===== src/rtl/pong_pkg.sv =====
// Shared definitions for the pong match controller and the paddle controllers.
// Holds the match FSM state encoding, the default playfield / paddle geometry,
// and a helper that tests whether a ball row lies on a paddle.
package pong_pkg;

    typedef enum logic [2:0] {
        IDLE       = 3'd0,
        RUNNING    = 3'd1,
        P1_POINT   = 3'd2,
        P2_POINT   = 3'd3,
        MATCH_OVER = 3'd4
    } state_t;

    localparam int C_GAME_WIDTH    = 40;
    localparam int C_GAME_HEIGHT   = 30;
    localparam int C_PADDLE_HEIGHT = 6;
    localparam int C_P1_PADDLE_X   = 0;
    localparam int C_P2_PADDLE_X   = 39;
    localparam int C_BALL_SPEED    = 1250000;
    localparam int C_SCORE_LIMIT   = 9;

    // A paddle covers top..top+height inclusive. The bottom row is formed at
    // 7 bits so a paddle near row 63 does not wrap back to the top.
    function automatic logic in_paddle(input logic [5:0] y,
                                       input logic [5:0] top,
                                       input int         height);
        logic [6:0] bottom;
        bottom = {1'b0, top} + 7'(height);
        return (y >= top) && ({1'b0, y} <= bottom);
    endfunction

endpackage


===== src/rtl/pong_ball_tick.sv =====
// Ball step timer.
// Counts clocks while enabled and raises o_Tick for one clock each time the
// count equals c_BALL_SPEED, then wraps, giving one tick per c_BALL_SPEED+1
// clocks. Dropping i_En clears the count so every rally starts from zero.
// Ports:
//   i_Clk  - clock
//   i_Rst  - synchronous active-high reset
//   i_En   - count enable (high while the ball is in play)
//   o_Tick - one-clock step pulse
module pong_ball_tick
    import pong_pkg::*;
#(
    parameter int c_BALL_SPEED = C_BALL_SPEED
) (
    input  logic i_Clk,
    input  logic i_Rst,
    input  logic i_En,
    output logic o_Tick
);

    localparam int W = (c_BALL_SPEED > 0) ? $clog2(c_BALL_SPEED + 1) : 1;
    localparam logic [W-1:0] LAST = W'(c_BALL_SPEED);

    logic [W-1:0] count_q;

    always_ff @(posedge i_Clk) begin
        if (i_Rst || !i_En) begin
            count_q <= '0;
        end else if (count_q == LAST) begin
            count_q <= '0;
        end else begin
            count_q <= count_q + 1'b1;
        end
    end

    assign o_Tick = i_En && (count_q == LAST);

endmodule


===== src/rtl/pong_match_ctrl.sv =====
// Pong match controller: ball motion, wall and paddle bounces, scoring and
// match-over handling.
// Ports:
//   i_Clk, i_Rst                    - clock, synchronous active-high reset
//   i_Game_Start                    - level; serves from IDLE or restarts after a match
//   i_P1_Paddle_Y, i_P2_Paddle_Y    - top row of each paddle
//   i_Col_Count_Div, i_Row_Count_Div- game-unit coordinates of the current pixel
//   o_Ball_X, o_Ball_Y              - ball position
//   o_Draw_Ball                     - current game unit holds the ball (1 clock latency)
//   o_P1_Score, o_P2_Score          - points won
//   o_Game_Active                   - high while the ball is in play
//   o_Match_Over, o_Winner          - match finished; winner 0 = P1, 1 = P2
module pong_match_ctrl
    import pong_pkg::*;
#(
    parameter int c_GAME_WIDTH    = C_GAME_WIDTH,
    parameter int c_GAME_HEIGHT   = C_GAME_HEIGHT,
    parameter int c_PADDLE_HEIGHT = C_PADDLE_HEIGHT,
    parameter int c_P1_PADDLE_X   = C_P1_PADDLE_X,
    parameter int c_P2_PADDLE_X   = C_P2_PADDLE_X,
    parameter int c_BALL_SPEED    = C_BALL_SPEED,
    parameter int c_SCORE_LIMIT   = C_SCORE_LIMIT
) (
    input  logic       i_Clk,
    input  logic       i_Rst,
    input  logic       i_Game_Start,
    input  logic [5:0] i_P1_Paddle_Y,
    input  logic [5:0] i_P2_Paddle_Y,
    input  logic [5:0] i_Col_Count_Div,
    input  logic [5:0] i_Row_Count_Div,
    output logic [5:0] o_Ball_X,
    output logic [5:0] o_Ball_Y,
    output logic       o_Draw_Ball,
    output logic [3:0] o_P1_Score,
    output logic [3:0] o_P2_Score,
    output logic       o_Game_Active,
    output logic       o_Match_Over,
    output logic       o_Winner
);

    localparam logic [5:0] X_CENTRE  = 6'(c_GAME_WIDTH / 2);
    localparam logic [5:0] Y_CENTRE  = 6'(c_GAME_HEIGHT / 2);
    localparam logic [5:0] Y_BOTTOM  = 6'(c_GAME_HEIGHT - 1);
    localparam logic [5:0] P1_X      = 6'(c_P1_PADDLE_X);
    localparam logic [5:0] P2_X      = 6'(c_P2_PADDLE_X);
    localparam logic [3:0] SCORE_MAX = 4'(c_SCORE_LIMIT);

    state_t     state_q;
    logic [5:0] ball_x_q, ball_y_q;
    logic       dir_x_q;            // 1 = moving right
    logic       dir_y_q;            // 1 = moving down
    logic [3:0] p1_score_q, p2_score_q;
    logic       draw_q, active_q, match_over_q, winner_q;

    logic       tick, tick_en;
    logic       dir_y_d;
    logic [5:0] ball_y_d;
    logic       at_p1, at_p2, p1_hit, p2_hit;
    logic [3:0] p1_score_d, p2_score_d;

    assign tick_en = (state_q == RUNNING);

    pong_ball_tick #(
        .c_BALL_SPEED(c_BALL_SPEED)
    ) u_tick (
        .i_Clk (i_Clk),
        .i_Rst (i_Rst),
        .i_En  (tick_en),
        .o_Tick(tick)
    );

    // Wall bounce: the direction flips first, then the ball moves away from
    // the wall within the same step.
    always_comb begin
        dir_y_d = dir_y_q;
        if (!dir_y_q && ball_y_q == 6'd0) begin
            dir_y_d = 1'b1;
        end else if (dir_y_q && ball_y_q == Y_BOTTOM) begin
            dir_y_d = 1'b0;
        end
        ball_y_d = dir_y_d ? ball_y_q + 6'd1 : ball_y_q - 6'd1;
    end

    // Paddle checks use the row the ball occupies before this step's move.
    assign at_p1  = !dir_x_q && (ball_x_q == P1_X + 6'd1);
    assign at_p2  =  dir_x_q && (ball_x_q == P2_X - 6'd1);
    assign p1_hit = in_paddle(ball_y_q, i_P1_Paddle_Y, c_PADDLE_HEIGHT);
    assign p2_hit = in_paddle(ball_y_q, i_P2_Paddle_Y, c_PADDLE_HEIGHT);

    // Saturating increments keep the scores from passing the limit.
    assign p1_score_d = (p1_score_q < SCORE_MAX) ? p1_score_q + 4'd1 : p1_score_q;
    assign p2_score_d = (p2_score_q < SCORE_MAX) ? p2_score_q + 4'd1 : p2_score_q;

    always_ff @(posedge i_Clk) begin
        if (i_Rst) begin
            state_q      <= IDLE;
            ball_x_q     <= X_CENTRE;
            ball_y_q     <= Y_CENTRE;
            dir_x_q      <= 1'b1;
            dir_y_q      <= 1'b1;
            p1_score_q   <= '0;
            p2_score_q   <= '0;
            draw_q       <= 1'b0;
            active_q     <= 1'b0;
            match_over_q <= 1'b0;
            winner_q     <= 1'b0;
        end else begin
            draw_q <= (i_Col_Count_Div == ball_x_q) && (i_Row_Count_Div == ball_y_q)
                      && (state_q != MATCH_OVER);

            case (state_q)
                IDLE: begin
                    ball_x_q <= X_CENTRE;
                    ball_y_q <= Y_CENTRE;
                    if (i_Game_Start) begin
                        state_q  <= RUNNING;
                        active_q <= 1'b1;
                    end
                end

                RUNNING: begin
                    if (tick) begin
                        dir_y_q  <= dir_y_d;
                        ball_y_q <= ball_y_d;
                        if (at_p1) begin
                            if (p1_hit) begin
                                dir_x_q  <= 1'b1;
                                ball_x_q <= P1_X + 6'd2;
                            end else begin
                                ball_x_q <= P1_X;
                                state_q  <= P2_POINT;
                                active_q <= 1'b0;
                            end
                        end else if (at_p2) begin
                            if (p2_hit) begin
                                dir_x_q  <= 1'b0;
                                ball_x_q <= P2_X - 6'd2;
                            end else begin
                                ball_x_q <= P2_X;
                                state_q  <= P1_POINT;
                                active_q <= 1'b0;
                            end
                        end else begin
                            ball_x_q <= dir_x_q ? ball_x_q + 6'd1 : ball_x_q - 6'd1;
                        end
                    end
                end

                // Next serve heads toward the player who conceded.
                P1_POINT: begin
                    p1_score_q <= p1_score_d;
                    dir_x_q    <= 1'b1;
                    ball_x_q   <= X_CENTRE;
                    ball_y_q   <= Y_CENTRE;
                    if (p1_score_d == SCORE_MAX) begin
                        state_q      <= MATCH_OVER;
                        match_over_q <= 1'b1;
                        winner_q     <= 1'b0;
                    end else begin
                        state_q <= IDLE;
                    end
                end

                P2_POINT: begin
                    p2_score_q <= p2_score_d;
                    dir_x_q    <= 1'b0;
                    ball_x_q   <= X_CENTRE;
                    ball_y_q   <= Y_CENTRE;
                    if (p2_score_d == SCORE_MAX) begin
                        state_q      <= MATCH_OVER;
                        match_over_q <= 1'b1;
                        winner_q     <= 1'b1;
                    end else begin
                        state_q <= IDLE;
                    end
                end

                MATCH_OVER: begin
                    if (i_Game_Start) begin
                        p1_score_q   <= '0;
                        p2_score_q   <= '0;
                        ball_x_q     <= X_CENTRE;
                        ball_y_q     <= Y_CENTRE;
                        state_q      <= RUNNING;
                        active_q     <= 1'b1;
                        match_over_q <= 1'b0;
                    end
                end

                default: begin
                    state_q  <= IDLE;
                    active_q <= 1'b0;
                end
            endcase
        end
    end

    assign o_Ball_X      = ball_x_q;
    assign o_Ball_Y      = ball_y_q;
    assign o_Draw_Ball   = draw_q;
    assign o_P1_Score    = p1_score_q;
    assign o_P2_Score    = p2_score_q;
    assign o_Game_Active = active_q;
    assign o_Match_Over  = match_over_q;
    assign o_Winner      = winner_q;

endmodule


===== config.mk =====
export PLATFORM = sky130hd
export DESIGN_NAME = pong_match_ctrl
export DESIGN_NICKNAME = d
export VERILOG_FILES = /design/src/rtl/pong_pkg.sv /design/src/rtl/pong_ball_tick.sv /design/src/rtl/pong_match_ctrl.sv
export SDC_FILE = /design/constraint.sdc
export NUM_CORES = 1
export LEC_CHECK = 0
export BUFFER_PORTS_ARGS = -buffer_cell sky130_fd_sc_hd__buf_4
export CORE_MARGIN = 1.5
export CORE_UTILIZATION = 35
export CTS_CLUSTER_SIZE = 10
export DETAILED_ROUTE_END_ITERATION = 16
export PLACE_DENSITY = 0.54
export SLEW_MARGIN = 20
export SYNTH_ARGS = -nofsm -noshare
export SYNTH_HDL_FRONTEND = slang
export SYNTH_HIERARCHICAL = 1
export SYNTH_SLANG_ARGS = --single-unit

===== constraint.sdc =====
create_clock -name i_Clk -period 6.24 [get_ports i_Clk]
set_input_delay 1.248 -clock i_Clk [delete_from_list [all_inputs] [get_ports i_Clk]]
set_output_delay 1.248 -clock i_Clk [all_outputs]
set_load 0.02 [all_outputs]

After elaboration in Yosys (flattened, before gate mapping). Index checks and enable logic that the tools add are counted.

Flip-flop bits (word level): 50. Bits of input ports: 27.

Add/sub/neg operators: 9. $lt $le $gt $ge: 6. Equality and inequality tests: 23. Mux-type cells: 47. Bitwise logic cells: 1. Reductions and logical operators: 34.

Operators by type and width (number): $mux 6 (8); $pmux 6 s3 (2); $mux 3 (8); $add 21x1->21 const B (1); $eq 21x21->1 const B (1); $ne 3x3->1 const B (6); $mux 1 (17); $pmux 4 s2 (2); $add 6x3->7 const B (2); $le 6x7->1 (2); $add 6x1->6 const B (2); $eq 6x6->1 (2); $ge 6x6->1 (2); $mux 4 (3); $pmux 3 s4 (1); $sub 6x1->6 const B (2); $reduce_and 5->1 (2); $logic_and 1x1->1 (9); $pmux 1 s3 (3); $reduce_bool 3->1 (3); $add 4x1->4 const B (2); $eq 4x4->1 const B (2); $lt 4x4->1 const B (2); $ne 2x2->1 const B (4); other kinds (21) (32).

Depth between registers and ports, before layout.
Depth after elaboration: 8. Depth in mapped cells: 12. Mapped depth without buffers: 11.

Hierarchy. The synthesis kept the hierarchy.

By module, submodules not included: pong_match_ctrl (times used 1, cells an instance 334, area an instance 2633.8 µm², sequential area each 580.6 µm²); pong_ball_tick (times used 1, cells an instance 117, area an instance 1028.5 µm², sequential area each 420.4 µm²).

Worst setup path after synthesis. No wires, ideal clock.

Path kind: in2reg. Start: in i_P2_Paddle_Y[1]. End: reg dir_x_q. Library setup time: 0.138 ns. Arrival: 3.189 ns. Required time: 6.102 ns. Path slack: 2.913 ns. Stages: 11. Path buffers: 0. Path through: inv_1 -> ha_1 -> nor3_1 -> xnor2_1 -> ha_1 -> nand3_1 -> o31ai_1 -> a21oi_1 -> or3_1 -> a2111oi_0 -> a2111oi_1.

Longest elaborated chain between the ends: 5.

Ends and longest elaborated chain: from (decl) (RTL line pong_match_ctrl.sv:28) `input logic [5:0] i_P2_Paddle_Y,`; $add 6x3->7 (RTL line pong_pkg.sv:28) `bottom = {1'b0, top} + 7'(height);`; $le 6x7->1 (RTL line pong_pkg.sv:29) `return (y >= top) && ({1'b0, y} <= bottom);`; $logic_and 1x1->1 (*) (RTL line pong_pkg.sv:29); $ne 3x3->1 (no source line) (*); $reduce_and 5->1 (no source line) (*); to (signal assigned) (RTL line pong_match_ctrl.sv:99) `dir_x_q <= 1'b1;`; to (signal assigned) (RTL line pong_match_ctrl.sv:127) `dir_x_q <= 1'b1;`; to (signal assigned) (RTL line pong_match_ctrl.sv:136) `dir_x_q <= 1'b0;`; to (decl) (RTL line pong_match_ctrl.sv:50) `logic dir_x_q;`.

Mark *: on every way between the ends. The rest lies on a longest branch, timed or not. A chain may end at the register's enable or synchronous reset.

Worst setup path after layout.
Start: in i_P1_Paddle_Y[1]. End: reg dir_x_q.

Longest elaborated chain between the ends: 5.

Ends and longest elaborated chain: from (decl) (RTL line pong_match_ctrl.sv:27) `input logic [5:0] i_P1_Paddle_Y,`; $add 6x3->7 (RTL line pong_pkg.sv:28); $le 6x7->1 (RTL line pong_pkg.sv:29); $logic_and 1x1->1 (*) (RTL line pong_pkg.sv:29); $ne 3x3->1 (no source line) (*); $reduce_and 5->1 (no source line) (*).

Marked as above.

==> flow_metrics.env <==
export IMPL_status="completed"
export IMPL_critPathCaptureType="register"
export IMPL_clk_path_buf_depth=2
export IMPL_synth_largest_area_cell="dfxtp_1"
export IMPL_power_density_nw_per_um2=254.4
export IMPL_cts_root_buf="clkbuf_8"
export IMPL_drt_total_wl_um=9107
export IMPL_cts_clk_slew_worst_paths_ps=90
export IMPL_placed_cells=623
export IMPL_finalSetupViolCount=0
export IMPL_grt_pass1_wl_um=15310
export IMPL_cp_required_ps=6410
export IMPL_clock_sinks=50
export IMPL_hold_viol_final=0
export IMPL_layout_commonest_cell="buf_4"
export IMPL_wl_per_cell_um=14.43
export IMPL_start_util=0.3580
export IMPL_cts_tree="yes"
export IMPL_nets=560
export IMPL_slew_viol_final=0
export IMPL_antenna_found_initial=0
export IMPL_hp_class="reg -> reg"
export IMPL_critPathTopFamily="compound AO/OA/AOI/OAI gates"
export IMPL_slew_headroom=0.4542
export IMPL_ant_nets=0
export IMPL_fin_crit_ps=3429
export IMPL_rrSetupSlack_ps=3150
export IMPL_holdPathEnd="o_Winner"
export IMPL_vdd_drop_max_v=0.0001165
export IMPL_start_kind="input pin"
export IMPL_gp_congestion=0.8591
export IMPL_yosysSeqAreaShare=0.2733
export IMPL_grtUsageTotal=0.1675
export IMPL_grt_setup_unrepaired="no"
export IMPL_grt_max_degree=30
export IMPL_clock_skew_ps=9.264
export IMPL_final_cell_mix="buf_4 (51), dfxtp_1 (50), nor2_1 (39)"
export IMPL_syn_nets=517
export IMPL_use_met2=0.2890
export IMPL_synthArstFlopShare=0
export IMPL_power_total_w=0.001081
export IMPL_rr_worst_depth=10
export IMPL_yosys_top_cells_area="dfxtp_1 (27%), ha_1 (13%), xor2_1 (4.8%)"
export IMPL_ys_ff_latch=50
export IMPL_grt_pass1_vias=3205
export IMPL_timing_final_crit_share=0.5495
export IMPL_antenna_cells=0
export IMPL_cp_num_buf_inv=2
export IMPL_ctsHtreeMaxLevel=2
export IMPL_drc=0
export IMPL_grt_util_met3=0.02226
export IMPL_slowest_delay_ps=470
export IMPL_worstMarginPinSlew_ps=818.7
export IMPL_max_cap_viol_count=0
export IMPL_die_h_um=105.3
export IMPL_synthesis_area_um2=3662
export IMPL_r2r_start="u_tick/count_q[19]"
export IMPL_final_setup_tns_ps=0
export IMPL_yosysWarningCount=6
export IMPL_cp_cell_sequence="buf_4 -> inv_1 -> ha_1 -> nor3_1 -> xnor2_1 -> ha_1 -> a211oi_1 -> o221ai_1 -> nand3_1 -> nand3_1 -> a2111oi_0 -> a2111oi_1"
export IMPL_worstPathArrival_ps=3600
export IMPL_postSynthCellCount=451
export IMPL_crit_type="in -> reg"
export IMPL_synthToLayoutAreaGrowth_pct=16.06
export IMPL_avgSynthCellArea_um2=8.120
export IMPL_io_pins=51
export IMPL_post_cts_repair_setup_buffers=0
export IMPL_min_delay_start="o_Winner"
export IMPL_port_buffers=50
export IMPL_cts_buffers_inserted=5
export IMPL_grt_overflow_total=0
export IMPL_reg2reg_to="o_Ball_X[1]"
export IMPL_dr_pass1_iters=5
export IMPL_max_freq_mhz=291.6
export IMPL_cts_repair_resized=0
export IMPL_first_iter_violations=117
export IMPL_synth_edf_count=0
export IMPL_clk_insertion_delay_late_ps=300
export IMPL_postCtsHoldBufs=0
export IMPL_final_cells=631
export IMPL_avgViaCountPerCell=5.382
export IMPL_ys_flop_type="dfxtp_1"
export IMPL_ys_types=63
export IMPL_grtUsageMet1=0.2262
export IMPL_hold_depth=2
export IMPL_dpl_hpwl_um=6954
export IMPL_die_x_um=105.3
export IMPL_crit_fanout=5
export IMPL_gr_max_usage_layer="met2"
export IMPL_final_area_um2=4250
export IMPL_dieArea_um2=11090
export IMPL_leakagePower_nw=1.697
export IMPL_coreArea_um2=10230
export IMPL_synth_top_area_share=0.2733
export IMPL_vias=3396
export IMPL_crit_path_top_delay_cell="a2111oi_0"
export IMPL_rows=37
export IMPL_drive_above_1_share=0.1434
export IMPL_placed_cell_area_um2=4140
[Yosys cell counts (all sizes together) (5+ instances only)]
library cell,number
ha,38
o31ai,6
xor2,20
and4,5
clkbuf,9
nor3,14
xnor2,17
nand2,25
nand2b,9
a21o,9
o21ai,17
a211oi,6
nand4,13
dfxtp,50
a21oi,33
inv,32
nor2,39
buf,6
nor4,6
or3,5
nand3,22
or4,9
and3,6
[per-layer routing]
metal | wire length [um] | up-vias
met2 | 4354 | 49
met4 | 52 | 0
met1 | 4401 | 1607
li1 | - | 1735
met5 | 0 | -
met3 | 298 | 5
[where the power goes]
part	internal, W	switching, W
Clock	0.000112	0.000106
Combinational	0.000205	0.000248
Sequential	0.000345	0.0000657
[worst min-delay path: stages (launching register included)]
cell and delay, ps:
dfxtp_1 320, nand2b_1 70, a21oi_1 60
[how the worst max path moves through the flow]
| stage | from | to | depth (start not counted) |
|---|---|---|---|
| 2_1_floorplan | i_P2_Paddle_Y[1] | dir_x_q | 11 |
| 3_3_place_gp | i_P1_Paddle_Y[1] | dir_x_q | 12 |
| 3_5_place_dp | i_P1_Paddle_Y[1] | dir_x_q | 12 |
| 4_1_cts | i_P1_Paddle_Y[1] | dir_x_q | 12 |
| 5_1_grt | i_P1_Paddle_Y[1] | dir_x_q | 12 |
| 6_report | i_P1_Paddle_Y[1] | dir_x_q | 12 |
[kinds of logic after synthesis]
family                     synth area share
AOI/OAI and AO/OA                    0.1876
and+or+nand+nor                      0.2538
xor gates and xnor gates            0.08849
buffers and inverters               0.05329
muxes                              0.008200
DFF                                  0.2733
adders and majority gates            0.1353
[flip-flops by register name (all words and copies together) (netlist names)]
| signal | flops |
|---|---|
| state_q | 3 |
| o_Draw_Ball | 1 |
| o_Ball_X | 6 |
| o_P2_Score | 4 |
| o_Ball_Y | 6 |
| u_tick/count_q | 21 |
| dir_x_q | 1 |
| dir_y_q | 1 |
| o_P1_Score | 4 |
| o_Game_Active | 1 |
| o_Winner | 1 |
| o_Match_Over | 1 |
[metrics by stage]
stage               setup WS, ps  hold slack [ps]    util
finish                      2811            490.9  0.4154
global placement            2685            466.7  0.4047
floorplan                   2913            448.1       -
global route                2650            529.1  0.4154
CTS                         2835            496.9  0.4154
detailed placement          2540            482.0  0.4047
[layout make-up]
cell class / count / area (um2)
clock buffer: 8 / 110.1
fill: 1045 / 5981
inverter: 32 / 120.1
multi-input combinational: 354 / 2466
sequential: 50 / 1001
tap: 136 / 170.2
timing repair buffer: 51 / 382.9
(Power assumes the default switching activity.)
